### src/rtl/conv_window_scheduler.sv
// conv_window_scheduler
// Walks a K_SIZE x K_SIZE kernel window over an IMG_SIZE x IMG_SIZE feature map
// with the given STRIDE. Each element carries kernel indices, output pixel
// position and input pixel coordinates, with first/last flags for the
// accumulator. Elements advance only on a valid && ready handshake.
// Optional feature: define CONV_SCHED_ABORT_EN to add an 'abort' input that
// cancels a running scan without a done pulse.
module conv_window_scheduler #(
    parameter int IMG_SIZE  = 8,
    parameter int K_SIZE    = 3,
    parameter int STRIDE    = 1,
    parameter int WIDTH_BIT = 8
) (
    input  logic                 clock,
    input  logic                 nreset,
    input  logic                 start,
    input  logic                 ready,
`ifdef CONV_SCHED_ABORT_EN
    input  logic                 abort,
`endif
    output logic                 valid,
    output logic [WIDTH_BIT-1:0] k_i,
    output logic [WIDTH_BIT-1:0] k_j,
    output logic [WIDTH_BIT-1:0] out_row,
    output logic [WIDTH_BIT-1:0] out_col,
    output logic [WIDTH_BIT-1:0] img_row,
    output logic [WIDTH_BIT-1:0] img_col,
    output logic                 first,
    output logic                 last,
    output logic                 busy,
    output logic                 done
);

    localparam int OUT_SIZE = (IMG_SIZE - K_SIZE) / STRIDE + 1;

    localparam logic [WIDTH_BIT-1:0] ZERO_W   = WIDTH_BIT'(0);
    localparam logic [WIDTH_BIT-1:0] ONE_W    = WIDTH_BIT'(1);
    localparam logic [WIDTH_BIT-1:0] K_LAST   = WIDTH_BIT'(K_SIZE - 1);
    localparam logic [WIDTH_BIT-1:0] O_LAST   = WIDTH_BIT'(OUT_SIZE - 1);
    localparam logic [WIDTH_BIT-1:0] STRIDE_W = WIDTH_BIT'(STRIDE);

    // Parameter sanity: the window must tile exactly and coordinates must fit.
    generate
        if ((IMG_SIZE - K_SIZE) % STRIDE != 0) begin : g_bad_stride
            $error("conv_window_scheduler: (IMG_SIZE-K_SIZE) must be a multiple of STRIDE");
        end
        if (IMG_SIZE >= (1 << WIDTH_BIT)) begin : g_bad_width
            $error("conv_window_scheduler: IMG_SIZE does not fit in WIDTH_BIT");
        end
    endgenerate

    typedef enum logic [1:0] {
        ST_IDLE   = 2'd0,
        ST_RUN    = 2'd1,
        ST_FINISH = 2'd2
    } state_t;

    state_t                 state_r;
    state_t                 state_s;
    logic [WIDTH_BIT-1:0]   kj_r, ki_r, ocol_r, orow_r;
    logic [WIDTH_BIT-1:0]   kj_s, ki_s, ocol_s, orow_s;
    logic                   abort_s;
    logic                   accept_s;
    logic                   kj_wrap_s, ki_wrap_s, ocol_wrap_s, orow_last_s;
    logic                   final_s;

`ifdef CONV_SCHED_ABORT_EN
    assign abort_s = abort;
`else
    assign abort_s = 1'b0;
`endif

    assign accept_s    = (state_r == ST_RUN) && ready;
    assign kj_wrap_s   = (kj_r == K_LAST);
    assign ki_wrap_s   = (ki_r == K_LAST);
    assign ocol_wrap_s = (ocol_r == O_LAST);
    assign orow_last_s = (orow_r == O_LAST);
    assign final_s     = accept_s && kj_wrap_s && ki_wrap_s && ocol_wrap_s && orow_last_s;

    // State register.
    always_ff @(posedge clock or negedge nreset) begin
        if (!nreset) begin
            state_r <= ST_IDLE;
        end else begin
            state_r <= state_s;
        end
    end

    // Next-state logic: abort outranks the final accept; FINISH lasts one cycle.
    always_comb begin
        state_s = state_r;
        case (state_r)
            ST_IDLE: begin
                if (start) begin
                    state_s = ST_RUN;
                end else begin
                    state_s = ST_IDLE;
                end
            end
            ST_RUN: begin
                if (abort_s) begin
                    state_s = ST_IDLE;
                end else if (final_s) begin
                    state_s = ST_FINISH;
                end else begin
                    state_s = ST_RUN;
                end
            end
            ST_FINISH: state_s = ST_IDLE;
            default:   state_s = ST_IDLE;
        endcase
    end

    // Next counter values: nested wrap k_j -> k_i -> out_col -> out_row on accept.
    always_comb begin
        kj_s   = kj_r;
        ki_s   = ki_r;
        ocol_s = ocol_r;
        orow_s = orow_r;
        if ((state_r != ST_RUN) || abort_s || final_s) begin
            kj_s   = ZERO_W;
            ki_s   = ZERO_W;
            ocol_s = ZERO_W;
            orow_s = ZERO_W;
        end else if (accept_s) begin
            if (!kj_wrap_s) begin
                kj_s = kj_r + ONE_W;
            end else begin
                kj_s = ZERO_W;
                if (!ki_wrap_s) begin
                    ki_s = ki_r + ONE_W;
                end else begin
                    ki_s = ZERO_W;
                    if (!ocol_wrap_s) begin
                        ocol_s = ocol_r + ONE_W;
                    end else begin
                        ocol_s = ZERO_W;
                        orow_s = orow_r + ONE_W;
                    end
                end
            end
        end else begin
            kj_s   = kj_r;
            ki_s   = ki_r;
            ocol_s = ocol_r;
            orow_s = orow_r;
        end
    end

    // Counter registers.
    always_ff @(posedge clock or negedge nreset) begin
        if (!nreset) begin
            kj_r   <= ZERO_W;
            ki_r   <= ZERO_W;
            ocol_r <= ZERO_W;
            orow_r <= ZERO_W;
        end else begin
            kj_r   <= kj_s;
            ki_r   <= ki_s;
            ocol_r <= ocol_s;
            orow_r <= orow_s;
        end
    end

    // Outputs decoded purely from registered state and counters (no ready path).
    always_comb begin
        valid   = (state_r == ST_RUN);
        busy    = (state_r == ST_RUN);
        done    = (state_r == ST_FINISH);
        k_i     = ki_r;
        k_j     = kj_r;
        out_row = orow_r;
        out_col = ocol_r;
        img_row = orow_r * STRIDE_W + ki_r;
        img_col = ocol_r * STRIDE_W + kj_r;
        first   = (state_r == ST_RUN) && (ki_r == ZERO_W) && (kj_r == ZERO_W);
        last    = (state_r == ST_RUN) && ki_wrap_s && kj_wrap_s;
    end

endmodule

### config.mk
export PLATFORM = sky130hd
export DESIGN_NAME = conv_window_scheduler
export DESIGN_NICKNAME = d
export VERILOG_FILES = /design/src/rtl/conv_window_scheduler.sv
export SDC_FILE = /design/constraint.sdc
export NUM_CORES = 1
export LEC_CHECK = 0
export ABC_AREA = 1
export CORE_ASPECT_RATIO = 1.4
export CORE_MARGIN = 4
export CORE_UTILIZATION = 52
export CTS_CLUSTER_SIZE = 14
export DETAILED_ROUTE_END_ITERATION = 8
export GPL_ROUTABILITY_DRIVEN = 1
export PLACE_DENSITY = 0.81
export SKIP_LAST_GASP = 1
export SLEW_MARGIN = 10
export SYNTH_ARGS = -nofsm -noshare
export SYNTH_HDL_FRONTEND = slang
export SYNTH_SLANG_ARGS = --single-unit
### constraint.sdc
create_clock -name clock -period 2.6 [get_ports clock]
set_input_delay 0.52 -clock clock [delete_from_list [all_inputs] [get_ports clock]]
set_output_delay 0.52 -clock clock [all_outputs]
set_load 0.01 [all_outputs]
==> results of run 1 <==
[sequential cells by signal (all words and copies together), names as in the netlist]
signal   cells
out_col      8
out_row      8
k_i          8
k_j          8
state_r      2
[metal layers]
layer | vias up | wire, um | global-route usage
li1 | 1348 | - | -
met1 | 1262 | 2850 | 0.253
met2 | 94 | 3750 | 0.420
met3 | 18 | 368 | 0.0376
met4 | 0 | 260 | 0.104
met5 | - | 0 | 0
[cells by family (layout without fill, tap and decap cells)]
kind of cell | after synthesis | in the layout | synth area share
buffers and inverters | 60 | 145 | 0.0944
XOR/XNOR | 22 | 22 | 0.0709
adder cells (fa/ha/maj) | 26 | 26 | 0.125
AO/OA/AOI/OAI | 34 | 34 | 0.0686
AND/OR/NAND/NOR | 189 | 189 | 0.327
flip-flops | 34 | 34 | 0.313
[layout make-up]
type	instances	area (um2)
clock buffers	6	82.6
fillers	382	1270
inverters	56	225
multi-input cells	271	1690
flip-flops and latches	34	851
well taps	64	80.1
repair buffers	83	761
[power by group]
part	internal, mW	total (mW)	switching, mW
clock network	0.204	0.391	0.187
logic	0.821	1.67	0.852
registers	0.626	0.711	0.0855
total	1.65	2.78	1.12
[worst max-delay path, cell delays in order (launching register included)]
cell and delay, ns:
dfrtp_1 0.38, buf_4 0.16, ha_1 0.21, a21oi_2 0.17
nand2_1 0.12, xor2_1 0.15, clkdlybuf4s50_1 0.55
[final timing paths]
kind,startpoint,end,slack [ns],cells past startpoint
max,k_j[1],img_col[3],0.06,6
min,out_row[1],out_row[1],0.54,2
max reg2reg,k_j[0],out_row[6],0.79,10
min reg2reg,out_row[1],out_row[1],0.54,2
max in group asynchronous,nreset,k_i[1],1.64,2
min in group asynchronous,nreset,out_row[2],0.64,2
[what timing repair did]
action,in CTS,in global routing
setup endpoints to repair,11,6
resized for setup,23,5
pin swaps,1,1
[through the flow]
step / hold slack, ns / setup TNS [ns] / area (um2) / total power, mW
floorplan: 0.224 / 0 / 2720 / 1.52
global placement: 0.515 / 0 / 3530 / 2.29
detailed placement: 0.534 / -0.0819 / 3530 / 2.33
CTS: 0.548 / 0 / 3670 / 2.78
global route: 0.580 / -0.0616 / 3690 / 2.97
finish: 0.542 / 0 / 3690 / 2.78
[synthesized netlist by cell type]
| cell | instances |
|---|---|
| o22ai_1 | 3 |
| nand2_1 | 80 |
| inv_6 | 1 |
| a21oi_4 | 1 |
| nand2_2 | 3 |
| nor3_1 | 8 |
| nand3_1 | 43 |
| xnor2_1 | 3 |
| nor2_8 | 2 |
| a21oi_1 | 11 |
| o21ai_1 | 1 |
| nor2_1 | 31 |
| xor2_1 | 19 |
| inv_2 | 2 |
| nor4_1 | 2 |
| ha_1 | 24 |
| and3_1 | 2 |
| nor3b_1 | 2 |
| a31oi_1 | 1 |
| fa_1 | 2 |
| nand3_2 | 1 |
| dfrtp_1 | 34 |
| nor2_2 | 7 |
| buf_4 | 2 |
| inv_4 | 1 |
| buf_2 | 1 |
| nand2_4 | 1 |
| buf_6 | 1 |
| inv_8 | 1 |
| nand4_1 | 5 |
| nor2_4 | 2 |
| inv_1 | 51 |
| o21ai_0 | 17 |
[cell usage in the layout (no fill, tap or decap), types with 3 or more instances in the layout]
cell type / netlist / layout
dfrtp_1: 34 / 34
nand2_2: 3 / 3
nor2_2: 7 / 7
dlymetal6s2s_1: 0 / 3
nand4_1: 5 / 5
o21ai_0: 17 / 14
nor3_1: 8 / 8
xor2_1: 19 / 19
nor2_1: 31 / 31
o22ai_1: 3 / 3
nand2_1: 80 / 80
xnor2_1: 3 / 3
ha_4: 0 / 4
a21oi_1: 11 / 9
buf_4: 2 / 27
ha_1: 24 / 19
nand3_1: 43 / 43
inv_1: 51 / 51
clkbuf_8: 0 / 6
dlygate4sd2_1: 0 / 8
clkdlybuf4s50_1: 0 / 44
==> impl_metrics.env, run 1 <==
export IMPL_cts_setup_buffers=0
export IMPL_yosysSeqAreaShare=0.313
export IMPL_grt_use_total=0.228
export IMPL_die_h_um=93.5
export IMPL_syn_nets=395
export IMPL_critPathCaptureType="output pin"
export IMPL_setup_viol=0
export IMPL_max_cap_violations=0
export IMPL_start_util=0.548
export IMPL_synth_area_mm2=0.00272
export IMPL_diodes=0
export IMPL_yosys_warnings=0
export IMPL_vias=2722
export IMPL_max_freq_ghz=0.394
export IMPL_fin_util=0.744
export IMPL_synthTopCellsByArea="dfrtp_1, ha_1, nand2_1"
export IMPL_die_x_um=69.1
export IMPL_clockBufferDepth=2
export IMPL_clkLatencyLatePin_ns=0.28
export IMPL_layout_min_cycle_time_ns=2.54
export IMPL_worstPathRequired_ns=2.08
export IMPL_worstSetupPathType="flop to output pin"
export IMPL_hold_class="flop to flop"
export IMPL_setup_ws_ns=0.0637
export IMPL_crit_arrival_ns=2.02
export IMPL_coreArea_mm2=0.00495
export IMPL_portBuffers=56
export IMPL_cts_hold_buf=0
export IMPL_wirelength_um=7230
export IMPL_grt_pass1_wl_um=11800
export IMPL_slew_headroom=0.638
export IMPL_preCtsSetupSlack_ns=-0.0426
export IMPL_row_count=30
export IMPL_first_global_vias=2642
export IMPL_layout_drive_gt1_share=0.149
export IMPL_min_period_over_period=0.975
export IMPL_ios=57
export IMPL_grt_overflow=0
export IMPL_synth_distinct_cells=33
export IMPL_placed_cells=508
export IMPL_cp_max_fo=5
export IMPL_synth_top_area_share=0.313
export IMPL_drt_iter0_markers=124
export IMPL_htree_levels=2
export IMPL_antenna_found_initial=0
export IMPL_nNetsFinal=481
export IMPL_max_slew_worst_pin_slew_ns=0.542
export IMPL_dieArea_mm2=0.00646
export IMPL_clkTransAtPathRegs_ns=0.07
export IMPL_synthCells=365
export IMPL_outcome="completed"
export IMPL_worst_setup_path_start_kind="flop"
export IMPL_clock_skew_ns=0.00242
export IMPL_synth_top_area_cell="dfrtp_1"
export IMPL_grt_max_degree=35
export IMPL_avgSynthCellArea_um2=7.44
export IMPL_cts_tree="done"
export IMPL_layout_cells_non_filler=514
export IMPL_dp_hpwl_um=5540
export IMPL_drt_vias_per_instance=5.30
export IMPL_ir_drop_uv=582
export IMPL_clock_sinks=34
export IMPL_first_pass_iters=5
export IMPL_p_leak_nw=1.99
export IMPL_root_buffer="clkbuf_8"
export IMPL_maxSlewViolCount=0
export IMPL_hold_viol=0
export IMPL_cts_buffers=5
export IMPL_routabilityCongestion=0.997
export IMPL_ant_nets=0
export IMPL_powerDensity_mw_per_mm2=753
export IMPL_wl_per_cell_um=14.1
export IMPL_drcViolationCount=0
export IMPL_synth_seq_cells=34
export IMPL_rsz0062_at_grt="yes"
export IMPL_area_delta_synth_final_pct=35.7
Note: power is estimated with default switching activity, not from simulation.
==> run 2: changes to the inputs <==
- CAP_MARGIN: not set -> 20
- REMOVE_ABC_BUFFERS: not set -> 1
==> run 2 against run 1 <==
Against the previous run:
- combinational power hardly changed
- sequential power hardly changed
- global-route usage is 0.52 points higher
- critical endpoint is now img_row[7]
- largest power group unchanged
- highest routed layer unchanged
==> impl_metrics.env, run 2 (synthesized netlist as in run 1, its figures left out) <==
export IMPL_layout_drive_gt1_share=0.149
export IMPL_grt_overflow=0
export IMPL_wl_per_cell_um=14.2
export IMPL_powerDensity_mw_per_mm2=756
export IMPL_rsz0062_at_grt="yes"
export IMPL_wirelength_um=7310
export IMPL_mostFrequentLayoutCell="nand2_1"
export IMPL_die_h_um=93.5
export IMPL_dp_hpwl_um=5550
export IMPL_drt_vias_per_instance=5.34
export IMPL_outcome="completed"
export IMPL_setup_viol=0
export IMPL_cp_slowest_cell="dfrtp_1"
export IMPL_root_buffer="clkbuf_8"
export IMPL_antenna_found_initial=0
export IMPL_hold_class="flop to flop"
export IMPL_clockBufferDepth=2
export IMPL_drt_iter0_markers=157
export IMPL_nNetsFinal=480
export IMPL_most_common_layout_cells="nand2_1, inv_1, nand3_1, clkdlybuf4s50_1, dfrtp_1"
export IMPL_worstPathRequired_ns=2.08
export IMPL_cp_top_family="buffers and inverters"
export IMPL_row_count=30
export IMPL_grt_use_total=0.233
export IMPL_max_slew_worst_pin_slew_ns=0.541
export IMPL_fin_util=0.743
export IMPL_first_pass_iters=4
export IMPL_maxSlewViolCount=0
export IMPL_crit_arrival_ns=1.97
export IMPL_worstSetupPathType="flop to output pin"
export IMPL_grt_max_degree=35
export IMPL_area_delta_synth_final_pct=35.5
export IMPL_first_global_vias=2737
export IMPL_dieArea_mm2=0.00646
export IMPL_rrSetupSlack_ns=0.63
export IMPL_ir_drop_uv=490
export IMPL_p_leak_nw=2.04
export IMPL_cts_buffers=5
export IMPL_drcViolationCount=0
export IMPL_finalPower_mw=2.78
export IMPL_multi_input_area_mm2=0.00167
export IMPL_layout_min_cycle_time_ns=2.49
export IMPL_ios=57
export IMPL_coreArea_mm2=0.00495
export IMPL_slew_headroom=0.639
export IMPL_htree_levels=2
export IMPL_min_period_over_period=0.958
export IMPL_max_stage_delay_ns=0.39
export IMPL_crit_chain="buf_4, ha_1, a21oi_2, nand2_1, nand4_1, nand3_1, xor2_1, dlygate4sd2_1"
export IMPL_hold_viol=0
export IMPL_ff_latch_area_um2=852
export IMPL_max_cap_violations=0
export IMPL_start_util=0.548
export IMPL_max_freq_ghz=0.401
export IMPL_clock_skew_ns=0.00288
export IMPL_critPathCaptureType="output pin"
export IMPL_vias=2749
export IMPL_clock_sinks=34
export IMPL_clkTransAtPathRegs_ns=0.07
export IMPL_routabilityCongestion=0.962
export IMPL_die_x_um=69.1
export IMPL_ant_nets=0
export IMPL_portBuffers=56
export IMPL_grt_pass1_wl_um=12000
export IMPL_cp_max_fo=5
export IMPL_path_buf_inv=2
export IMPL_clkLatencyLatePin_ns=0.29
export IMPL_worst_setup_path_start_kind="flop"
export IMPL_fill_cells=407
export IMPL_diodes=0
export IMPL_cts_tree="done"
-- run 2: cell type report --
class / count / area share
flip-flops and latches: 34 / 0.231
clock buffers: 7 / 0.0235
repair buffers: 82 / 0.207
clock inverters: 1 / 0.00136
inverters: 56 / 0.0612
well taps: 64 / 0.0218
multi-input cells: 271 / 0.454
-- run 2: metrics by stage --
step / std cells / TNS, ns / hold slack (ns) / setup WS, ns / cell area, um2
finish: 515 / 0 / 0.548 / 0.108 / 3680
global route: 515 / -0.00599 / 0.572 / -0.00520 / 3680
CTS: 515 / -0.316 / 0.548 / -0.186 / 3640
detailed placement: 506 / -0.0421 / 0.531 / -0.0302 / 3510
global placement: 506 / 0 / 0.515 / 0.0583 / 3510
floorplan: 361 / 0 / 0.224 / 0.372 / 2690
-- run 2: routing by layer --
layer  wire (um)  up-vias  track usage
met1        2900     1283        0.254
li1            -     1348            -
met2        3810       97        0.428
met5           0        -            0
met3         332       21       0.0323
met4         265        0        0.132
-- run 2: report_power, final --
| part | leakage [nW] | internal (mW) | switching, mW |
|---|---|---|---|
| clock | 0.0482 | 0.214 | 0.201 |
| combinational | 1.54 | 0.796 | 0.857 |
| sequential | 0.454 | 0.627 | 0.0871 |
-- run 2: repair_timing --
| action | 4_1_cts | 5_1_grt |
|---|---|---|
| setup endpoints to repair | 10 | 10 |
| setup buffers | 1 | 0 |
| pin swaps | 3 | 0 |
| resized for setup | 15 | 17 |
| hold buffers | 0 | 0 |
-- run 2: worst min-delay path, cell delays in order, from the launching register on --
cell,delay (ns)
dfrtp_1,0.39
nand2_1,0.07
nand2_1,0.06
-- run 2: worst paths after layout --
kind | startpoint | to | depth (start not counted)
setup / recovery | k_i[1] | img_row[7] | 8
max in group asynchronous | nreset | out_col[3] | 2
hold reg to reg | out_row[1] | out_row[1] | 2
hold / removal | out_row[1] | out_row[1] | 2
setup reg to reg | k_j[0] | out_col[5] | 11
min in group asynchronous | nreset | out_row[3] | 2
==> RTL edit 1, RTL diff (flow settings as in run 2) <==
Re-encode `state_t` (3 states) as one-hot, 3 bits wide.
--- a/src/rtl/conv_window_scheduler.sv
+++ b/src/rtl/conv_window_scheduler.sv
@@ -50,8 +50,8 @@
     endgenerate
 
-    typedef enum logic [1:0] {
-        ST_IDLE   = 2'd0,
-        ST_RUN    = 2'd1,
-        ST_FINISH = 2'd2
+    typedef enum logic [2:0] {
+        ST_IDLE   = 3'b001,
+        ST_RUN    = 3'b010,
+        ST_FINISH = 3'b100
     } state_t;
 
Behaviour: same outputs for any inputs over 10 cycles, from zero or initial values and one cycle with nreset low; not proved beyond that.
==> RTL edit 1 against run 2 <==
  * Via count is 2.4% lower
  * Clock skew is 0.0038 ns higher
  * Synthesized cell count is 0.82% higher
  * Design area is 0.24% lower
  * Sequential cell count is 1 higher
  * Setup slack worse by 0.039 ns
  * Wire length is 2.4% lower
  * Count of clock-buffer cells in the layout stayed put
  * Maximum frequency is 1.5% lower
  * Area after synthesis is 1.4% higher
  * Largest cell class unchanged
  * Highest routed layer unchanged
Power is not compared: it rests on default switching activity, and its combinational part moved more than twofold at a synthesized area within 25%.
==> RTL edit 1: results (changes against run 2) <==
cts:
  clock-sinks: 35  # was 34
  post_cts_buffers: 0  # was 1
  clk_latency_ns: 0.29  # about the same
  clk_path_buf_depth: 2  # unchanged
worst_setup_path:
  critPathMaxFanout: 2  # was 5
  crit_path_end: "img_row[2]"  # was img_row[7]
  r2r_cells: 9  # was 11
  arrival_ns: 2.01  # was 1.97 ns
  r2r_slack_ns: 0.74  # was 0.63 ns
  cpPeakStageDelay_ns: 0.57  # was 0.39 ns
  slowest_stage: "clkdlybuf4s50_1"  # was dfrtp_1
  crit_start: "k_i[0]$_DFFE_PN0P_"  # was k_i[1]$_DFFE_PN0P_
  cp_top_family: "buffers and inverters"  # unchanged
synthesis:
  synth_area_leaders: "dfrtp_1 31%, nand2_1 11%, ha_1 11%, inv_1 7.1%, nand3_1 6.9%"  # was dfrtp_1 31%, ha_1 11%, nand2_1 11%, nand3_1 7.9%, inv_1 7.0%
  synth-seq-area-share: 0.318  # was 0.313
  synth_common_cells: "81 x nand2_1, 52 x inv_1, 38 x nand3_1"  # was 80 x nand2_1, 51 x inv_1, 43 x nand3_1
sta:
  finClkSkew_ns: 0.00665  # was 0.00288 ns
  tightestPinTransition_ns: 0.548  # was 0.541 ns
placed_design:
  place_congestion: 0.894  # was 0.962
  place_area_mm2: 0.00354  # was 0.00351 mm2
  hpwl_mm: 5.36  # was 5.55 mm
final_layout:
  clk_share: 0.0221  # was 0.0248
  multi_input_area_mm2: 0.00169  # was 0.00167 mm2
  buf_share: 0.197  # was 0.207
  seqCellArea_um2: 878  # was 852 um2
  num-nonclk-inverters: 58  # was 56
  buffers: 79  # was 82
  final_core_util: 0.712  # was 0.743
  fill_cells: 443  # was 407
global_routing:
  grt.total_usage: 0.229  # was 0.233
  grt_pass1_wl_mm: 12.1  # was 12.0 mm
  grt_start_max_net_pins: 36  # was 35
route:
  via_count: 2682  # was 2749
  drt_iter0_drc: 136  # was 157
  wl_per_cell_um: 13.8  # was 14.2 um
power_and_ir_drop:
  leakagePower_uw: 0.00191
status:
  status: "completed"  # unchanged
worst_hold_path:
  min_to: "state_r[0]$_DFF_PN1_"  # was out_row[1]$_DFFE_PN0P_
floorplan:
  n_tap_cell: 66  # was 64
[RTL edit 1: what timing repair did]
action | CTS | global route
hold endpoints to repair | 0 | 0
cloned | 0 | 0
gates resized for setup | 19 | 8
pin swaps | 1 | 1
setup endpoints to repair | 12 | 8
hold buffers | 0 | 0
[RTL edit 1: kinds of logic (layout without fill, tap and decap cells)]
kind of cell    Yosys count  after routing  share of synthesized area
compound gates           37             37                     0.0731
buf+inv                  62            145                     0.0904
flops                    35             35                      0.318
xor+xnor                 21             21                     0.0668
simple gates            187            187                      0.328
fa+ha+maj                26             26                      0.124
[RTL edit 1: metrics by stage]
stage	setup WS [ns]	TNS, ns	instances
CTS	0.0272	0	517
finish	0.0696	0	517
floorplan	0.380	0	364
global placement	0.0621	0	509
detailed placement	0.00435	0	509
global route	-0.0618	-0.0945	517
[RTL edit 1: metal layers]
metal | wire length (um) | GRT usage
met1 | 2860 | 0.258
met2 | 3710 | 0.415
met3 | 359 | 0.0428
met4 | 203 | 0.109
met5 | 0 | 0
==> RTL edit 2, RTL diff (settings of run 2) <==
Without the edit above. Change the parameter `WIDTH_BIT` from 8 to 7.
--- a/src/rtl/conv_window_scheduler.sv
+++ b/src/rtl/conv_window_scheduler.sv
@@ -10,5 +10,5 @@
     parameter int K_SIZE    = 3,
     parameter int STRIDE    = 1,
-    parameter int WIDTH_BIT = 8
+    parameter int WIDTH_BIT = 7
 ) (
     input  logic                 clock,
Interface: changed (6 resized); port bits go from 57 to 51. The function was not compared with the original's and may differ.
==> RTL edit 2 against run 2 <==
  * Design area is 13% lower
  * Sequential share of layout area is 0.16 points higher
  * Critical endpoint is now img_col[6]
  * Sequential power is 13% lower
  * Area after synthesis is 12% lower
  * Core utilization is 0.16 points lower
  * Combinational power is 2% higher
  * Sequential cell count is 4 lower
  * Setup slack worse by 0.059 ns
  * Wire length is 11% lower
  * Total power hardly changed
==> RTL edit 2: results (changes against run 2) <==
final_layout:
  nMultiInputCombCells: 245  # was 271
  multi_input_area_share: 0.455  # was 0.454
  clk_share: 0.0338  # was 0.0248
  clkbuf_count: 5  # was 7
  fill_cells: 392  # was 407
  drive_gt1_frac: 0.148  # was 0.149
  buf_share: 0.216  # was 0.207
  num-nonclk-inverters: 33  # was 56
  seqAreaFraction: 0.233  # was 0.231
  buffers: 77  # was 82
route:
  ant_nets: 0  # unchanged
  wl_per_cell_um: 14.4  # was 14.2 um
  drt_iter0_drc: 79  # was 157
  via_count: 2387  # was 2749
synthesis:
  synth_area_leaders: "dfrtp_1 31%, ha_1 12%, nand2_1 11%, xor2_1 7.7%, nor2_1 6.5%"  # was dfrtp_1 31%, ha_1 11%, nand2_1 11%, nand3_1 7.9%, inv_1 7.0%
  ys_warn_count: 0  # unchanged
  syn-mean-instance-area_um2: 7.59  # was 7.44 um2
  synth_xor_xnor_area_share: 0.107  # was 0.0709
  synthAdderAreaFrac: 0.132  # was 0.125
  synth-compound-area-share: 0.0609  # was 0.0686
  synth-seq-area-share: 0.315  # was 0.313
  synth.distinct_cells: 27  # was 33
  synthArstFlopShare: 1.00  # unchanged
  synth_common_cells: "71 x nand2_1, 41 x nor2_1, 30 x dfrtp_1"  # was 80 x nand2_1, 51 x inv_1, 43 x nand3_1
global_routing:
  grt_start_max_net_pins: 31  # was 35
  grt.total_usage: 0.250  # was 0.233
  grt_pass1_vias: 2425  # was 2737
  grt_pass1_wl_mm: 11.0  # was 12.0 mm
worst_setup_path:
  arrival_ns: 2.03  # was 1.97 ns
  cp_top_family: "adder cells"  # was buffers and inverters
  cpPeakStageDelay_ns: 0.36  # was 0.39 ns
  critPathMaxFanout: 2  # was 5
cts:
  post_cts_buffers: 0  # was 1
  clock-sinks: 30  # was 34
placed_design:
  port_buffers: 50  # was 56
  place_congestion: 0.887  # was 0.962
  hpwl_mm: 5.08  # was 5.55 mm
  place_area_mm2: 0.00311  # was 0.00351 mm2
power_and_ir_drop:
  vdd_drop_max_mv: 0.494  # was 0.490 mV
sta:
  tightestPinTransition_ns: 0.459  # was 0.541 ns
  finClkSkew_ns: 0.00553  # was 0.00288 ns
status:
  status: "completed"  # unchanged
## RTL edit 2: worst paths after layout
path	startpoint	endpoint	slack, ns	depth (start not counted)
setup / recovery	out_col[0]$_DFFE_PN0P_	img_col[6]	0.05	9
hold / removal	state_r[0]$_DFF_PN0_	state_r[0]$_DFF_PN0_	0.51	1
setup reg to reg	k_j[0]$_DFFE_PN0P_	k_i[2]$_DFFE_PN0P_	0.53	12
hold reg to reg	state_r[0]$_DFF_PN0_	state_r[0]$_DFF_PN0_	0.51	1
max in group asynchronous	nreset	out_col[4]$_DFFE_PN0P_	1.68	2
min in group asynchronous	nreset	k_i[2]$_DFFE_PN0P_	0.63	2
## RTL edit 2: repair_timing
action                     in CTS  in global routing
setup endpoints to repair       7                 11
gates resized for setup        11                 13
pin swaps                       0                  2
## RTL edit 2: stage by stage
step	cells	util	setup WS [ns]	hold slack [ns]
floorplan	308	-	0.281	0.224
global placement	445	0.716	0.0223	0.478
detailed placement	445	0.716	-0.00843	0.496
CTS	453	0.740	-0.0161	0.506
global route	453	0.741	-0.0439	0.521
finish	453	0.741	0.0497	0.513
## RTL edit 2: power breakdown
part | switching, uW | internal (uW)
registers | 61.4 | 561
logic | 899 | 794
clock network | 185 | 282
## RTL edit 2: cell families after synthesis
group | after synthesis
AOI/OAI and AO/OA | 26
xor gates and xnor gates | 29
adders and majority gates | 24
buffers and inverters | 39
DFF | 30
and+or+nand+nor | 166
## RTL edit 2: metal layers
| layer | vias to the layer above | track usage | wire length [um] |
|---|---|---|---|
| met3 | 13 | 0.0411 | 352 |
| met2 | 92 | 0.476 | 3530 |
| met1 | 1110 | 0.270 | 2490 |
| met4 | 0 | 0.100 | 134 |
| li1 | 1172 | - | - |
| met5 | - | 0 | 0 |
